`src/rtl/parallel_serializer.sv`:
```
// Parallel-in, serial-out transmit stage feeding the 6-bit serial shift-register family.
// Latency: first bit on sout the cycle after the accepting edge; done one cycle after the last frame bit.
// Backpressure: ready is low for the whole frame; load is ignored while ready=0.
//
// Ports:
//   clk    - clock, all state changes on the rising edge
//   clr    - asynchronous active-high reset; aborts a frame without producing done
//   din    - parallel word, sampled only on the accepting edge
//   load   - frame request, accepted on any edge where load && ready
//   dir    - bit order sampled with din: 0 = LSB first, 1 = MSB first
//   ready  - high while idle
//   sout   - serial data bit (drives the downstream register's data input)
//   sframe - high while sout carries a valid frame bit
//   done   - one-cycle pulse after the last frame bit
//
// Build option: define SERIALIZER_PARITY_EN to append an even-parity bit to every frame.

module parallel_serializer #(
  parameter int WIDTH = 6
) (
  input  logic             clk,
  input  logic             clr,
  input  logic [WIDTH-1:0] din,
  input  logic             load,
  input  logic             dir,
  output logic             ready,
  output logic             sout,
  output logic             sframe,
  output logic             done
);

  localparam int CW = $clog2(WIDTH);
  localparam logic [CW-1:0] LAST = CW'(WIDTH - 1);

`ifdef SERIALIZER_PARITY_EN
  typedef enum logic [1:0] {IDLE, SHIFT, PAR} state_t;
  logic par_q;
`else
  typedef enum logic {IDLE, SHIFT} state_t;
`endif

  state_t           state;
  logic [WIDTH-1:0] shreg;
  logic [CW-1:0]    cnt;
  logic             dir_q;

  always_ff @(posedge clk or posedge clr) begin
    if (clr) begin
      state  <= IDLE;
      shreg  <= '0;
      cnt    <= '0;
      dir_q  <= 1'b0;
      sout   <= 1'b0;
      sframe <= 1'b0;
      ready  <= 1'b1;
      done   <= 1'b0;
`ifdef SERIALIZER_PARITY_EN
      par_q  <= 1'b0;
`endif
    end else begin
      done <= 1'b0;
      case (state)
        IDLE: begin
          // ready is always 1 here, so load alone qualifies acceptance
          if (load) begin
            shreg  <= din;
            dir_q  <= dir;
            cnt    <= '0;
            sout   <= dir ? din[WIDTH-1] : din[0];
            sframe <= 1'b1;
            ready  <= 1'b0;
            state  <= SHIFT;
`ifdef SERIALIZER_PARITY_EN
            par_q  <= ^din;
`endif
          end
        end

        SHIFT: begin
          if (cnt == LAST) begin
`ifdef SERIALIZER_PARITY_EN
            sout  <= par_q;
            state <= PAR;
`else
            sout   <= 1'b0;
            sframe <= 1'b0;
            ready  <= 1'b1;
            done   <= 1'b1;
            state  <= IDLE;
`endif
          end else begin
            cnt <= cnt + 1'b1;
            // The bit currently on sout sits at the end of shreg; present its
            // neighbour next and move the word one place toward that end.
            if (dir_q) begin
              sout  <= shreg[WIDTH-2];
              shreg <= {shreg[WIDTH-2:0], 1'b0};
            end else begin
              sout  <= shreg[1];
              shreg <= {1'b0, shreg[WIDTH-1:1]};
            end
          end
        end

`ifdef SERIALIZER_PARITY_EN
        PAR: begin
          sout   <= 1'b0;
          sframe <= 1'b0;
          ready  <= 1'b1;
          done   <= 1'b1;
          state  <= IDLE;
        end
`endif

        default: begin
          sout   <= 1'b0;
          sframe <= 1'b0;
          ready  <= 1'b1;
          state  <= IDLE;
        end
      endcase
    end
  end

endmodule

```
`config.mk`:
```
export PLATFORM = sky130hd
export DESIGN_NAME = parallel_serializer
export DESIGN_NICKNAME = d
export VERILOG_FILES = /design/src/rtl/parallel_serializer.sv
export SDC_FILE = /design/constraint.sdc
export NUM_CORES = 1
export LEC_CHECK = 0
export ABC_AREA = 1
export BUFFER_PORTS_ARGS = -buffer_cell sky130_fd_sc_hd__buf_2
export CAP_MARGIN = 20
export CELL_PAD_IN_SITES_DETAIL_PLACEMENT = 0
export CELL_PAD_IN_SITES_GLOBAL_PLACEMENT = 1
export CORE_ASPECT_RATIO = 1.5
export CORE_MARGIN = 10
export CORE_UTILIZATION = 35
export CTS_CLUSTER_SIZE = 16
export DETAILED_ROUTE_END_ITERATION = 8
export PLACE_DENSITY_LB_ADDON = 0.15
export SYNTH_ARGS = -nofsm -noshare
export SYNTH_HDL_FRONTEND = slang
export SYNTH_SLANG_ARGS = --single-unit
```
`constraint.sdc`:
```
create_clock -name clk -period 1.4 [get_ports clk]
set_clock_uncertainty 0.2 [all_clocks]
set_input_delay 0.28 -clock clk [delete_from_list [all_inputs] [get_ports clk]]
set_output_delay 0.28 -clock clk [all_outputs]
set_load 0.02 [all_outputs]
```
==> flow_metrics.py <==
metrics = {
    "run_status": {
        "status": "complete, but fails checks",
        "violations": "negative setup slack",
    },
    "logic_synthesis": {
        "synth_xor_xnor_area_share_pct": 0,
        "syn_avg_cell_area_um2": 8.58,
        "netlist_area_um2": 763,
        "synth_cells": 89,
        "synth.area.mux_share_pct": 0,
        "synth_seq_cells": 15,
        "synth-simple-area-share_pct": 32.6,
        "ys_warn_count": 0,
        "synthAdderAreaFrac_pct": 3.28,
        "ys_seq_area_share_pct": 49.3,
        "synth_compound_area_share_pct": 8.03,
        "syn_nets": 101,
        "synth_top_family_by_area": "simple AND/OR/NAND/NOR gates",
        "yosys.cell_types.count": 21,
    },
    "floorplanning": {
        "start_util_pct": 37.2,
        "rows": 20,
        "die-height_um": 77.2,
        "chipWidth_um": 58.1,
        "core_area_mm2": 0.00205,
        "ios": 14,
        "die-area_mm2": 0.00449,
    },
    "setup_path": {
        "startpoint": "ready",
        "slowest_stage": "dfstp_2",
        "worstPathRequired_ps": 920,
        "cp_max_fo": 2,
        "worstPathArrival_ps": 940,
        "crit_family": "flip-flops",
        "crit_end": "ready",
        "rr_startpoint": "cnt[0]",
        "path_cells": "buf_6",
        "crit_path_end_kind": "output port",
        "r2r_end": "shreg[5]",
        "critPathKind": "flop to output port",
        "critPathMaxStageDelay_ps": 540,
        "crit_cells": 1,
        "path_buf_inv": 1,
        "cp-start-kind": "flop",
        "rrSetupSlack_ps": 60,
        "rr_worst_depth": 5,
    },
    "sta": {
        "whs_ps": 11.3,
        "rsz0062_at_grt": "true",
        "hold_violations": 0,
        "drv_slew": 0,
        "finalSetupViolCount": 1,
        "max_freq_mhz": 706,
        "worst_pin_slew_ps": 262,
        "slew_headroom_pct": 82.5,
        "setup_slack_ps": -17.0,
        "min_period_over_period_pct": 101,
        "min_period_ps": 1420,
    },
    "routing": {
        "wl_met1_um": 695,
        "routed_via_density": 4.73,
        "dr_wl_met2_um": 936,
        "drt_pre_antenna_iters": 4,
        "wl_per_cell_um": 13.0,
        "drcViolationCount": 0,
        "wl_met3_um": 81,
        "vias": 638,
        "ant_nets": 0,
        "top_layer": "met4",
        "routed_wl_um": 1750,
        "drtIter0Drc": 7,
    },
    "clock_tree": {
        "cts_root_buf": "clkbuf_4",
        "clock_latency_ps": 280,
        "clk_pin_slew_ps": 90,
        "cts.sinks": 15,
        "tritoncts": "yes",
        "cts_htree_levels": 1,
        "clk_path_buf_depth": 2,
        "numCtsBuffers": 3,
    },
    "global_route": {
        "antenna_found_initial": 0,
        "grt_pass1_wl_um": 2950,
        "track_usage_pct": 8.24,
        "grt.overflow.total": 0,
        "grt_max_degree": 16,
        "grt_pass1_vias": 695,
    },
    "place": {
        "dp_slack_ps": -2.28,
        "gp_congestion": 0.817,
        "portBuffers": 13,
        "post-dp-hpwl_um": 1320,
        "placedCellCount": 127,
        "placed_area_um2": 875,
    },
    "pwr": {
        "power.ir.vdd_worst_mv": 0.722,
        "p_leak_nw": 0.500,
        "pwr_density_cell_mw_per_mm2": 2050,
    },
    "finish": {
        "post_route_cells_drive_above_1_share_pct": 34.5,
        "final_cells": 135,
        "design_area_um2": 967,
        "finalNetCount": 126,
        "diodes": 0,
        "syn_to_final_growth_pct": 26.7,
    },
    "hold_path": {
        "hold_path.class": "primary input to flop",
    },
    "flow_run": {
        "maxCapViolations": 0,
    },
}
## placed cells by master (no fill, tap or decap), types with 2 or more instances in the layout
master     n
nand3_1   12
buf_4      6
nand2_4    5
dfrtp_1   13
nand2_2    2
o21ai_0    5
inv_2      3
clkbuf_4   3
buf_2     12
o21ai_1    2
nand2_1   28
inv_1      6
## stage by stage
step | power (mW) | TNS [ps] | util, %
finish | 1.98 | -17.0 | 47.1
detailed placement | 1.61 | -2.28 | 42.6
CTS | 1.90 | -26.6 | 45.2
floorplan | 1.37 | 0 | -
global route | 2.16 | -56.0 | 47.1
global placement | 1.60 | 0 | 42.6
## worst reg2reg max path, cell delays in order (launching register included)
cell and delay, ps:
dfrtp_2 450, ha_4 190, nand2_4 80, nand2_4 60, buf_4 140, o211ai_1 140
## worst min-delay path by stage
stage	startpoint	endpoint	slack (ps)	cells after the start
floorplan	clr	cnt[0]	-20	1
global placement	clr	sframe	90	3
detailed placement	clr	sframe	100	3
CTS	din[2]	shreg[2]	10	3
global route	din[4]	shreg[4]	30	3
finish	din[2]	shreg[2]	10	3
## cells in the mapped netlist, drive strengths merged
cell type,instances,share of area [%]
o21ai,7,4.6
ha,2,3.3
o21a,1,0.98
o211ai,1,0.98
nand3,13,9.2
dfstp,1,3.4
o22ai,1,0.82
nand4,1,0.82
a21oi,1,0.66
nand2,34,21
nor2,1,0.49
dfrtp,14,46
or2,1,0.82
inv,10,5.2
buf,1,1.5
## routing by layer
metal	GRT usage [%]	vias to the layer above
met1	7.95	287
met2	14.3	10
li1	-	337
met5	0	-
met3	2.31	4
met4	5.66	0
## sequential cells by signal, summed over array words and instances (netlist names)
| signal | flops |
|---|---|
| cnt | 3 |
| dir_q | 1 |
| done | 1 |
| ready | 1 |
| sframe | 1 |
| shreg | 6 |
| sout | 1 |
| state | 1 |
## cells by family after synthesis
family	count (synthesis)
buffers and inverters	11
DFF	15
AOI/OAI and AO/OA	11
adders and majority gates	2
and+or+nand+nor	50
## timing repair
item	4_1_cts	5_1_grt
gates resized for setup	3	6
pin swaps	1	2
gates cloned	0	1
setup endpoints to repair	2	10
endpoints found under the hold margin	14	0
hold buffers	1	0
buffers inserted	1	1
## power breakdown
part	switching [mW]	internal, mW	total [mW]	leakage (nW)
combinational	0.510	0.408	0.919	0.299
sequential	0.179	0.637	0.816	0.186
clock	0.139	0.111	0.250	0.0150
total	0.828	1.16	1.98	0.500
## final cells by class
| class | instances | area (µm²) |
|---|---|---|
| fill | 215 | 1080 |
| inverter | 10 | 40.0 |
| multi-input combinational | 64 | 369 |
| tap | 22 | 27.5 |
| timing repair buffer | 20 | 126 |
| sequential | 15 | 378 |
| clock buffer | 4 | 26.3 |
Power figures use the tool's default switching activity.
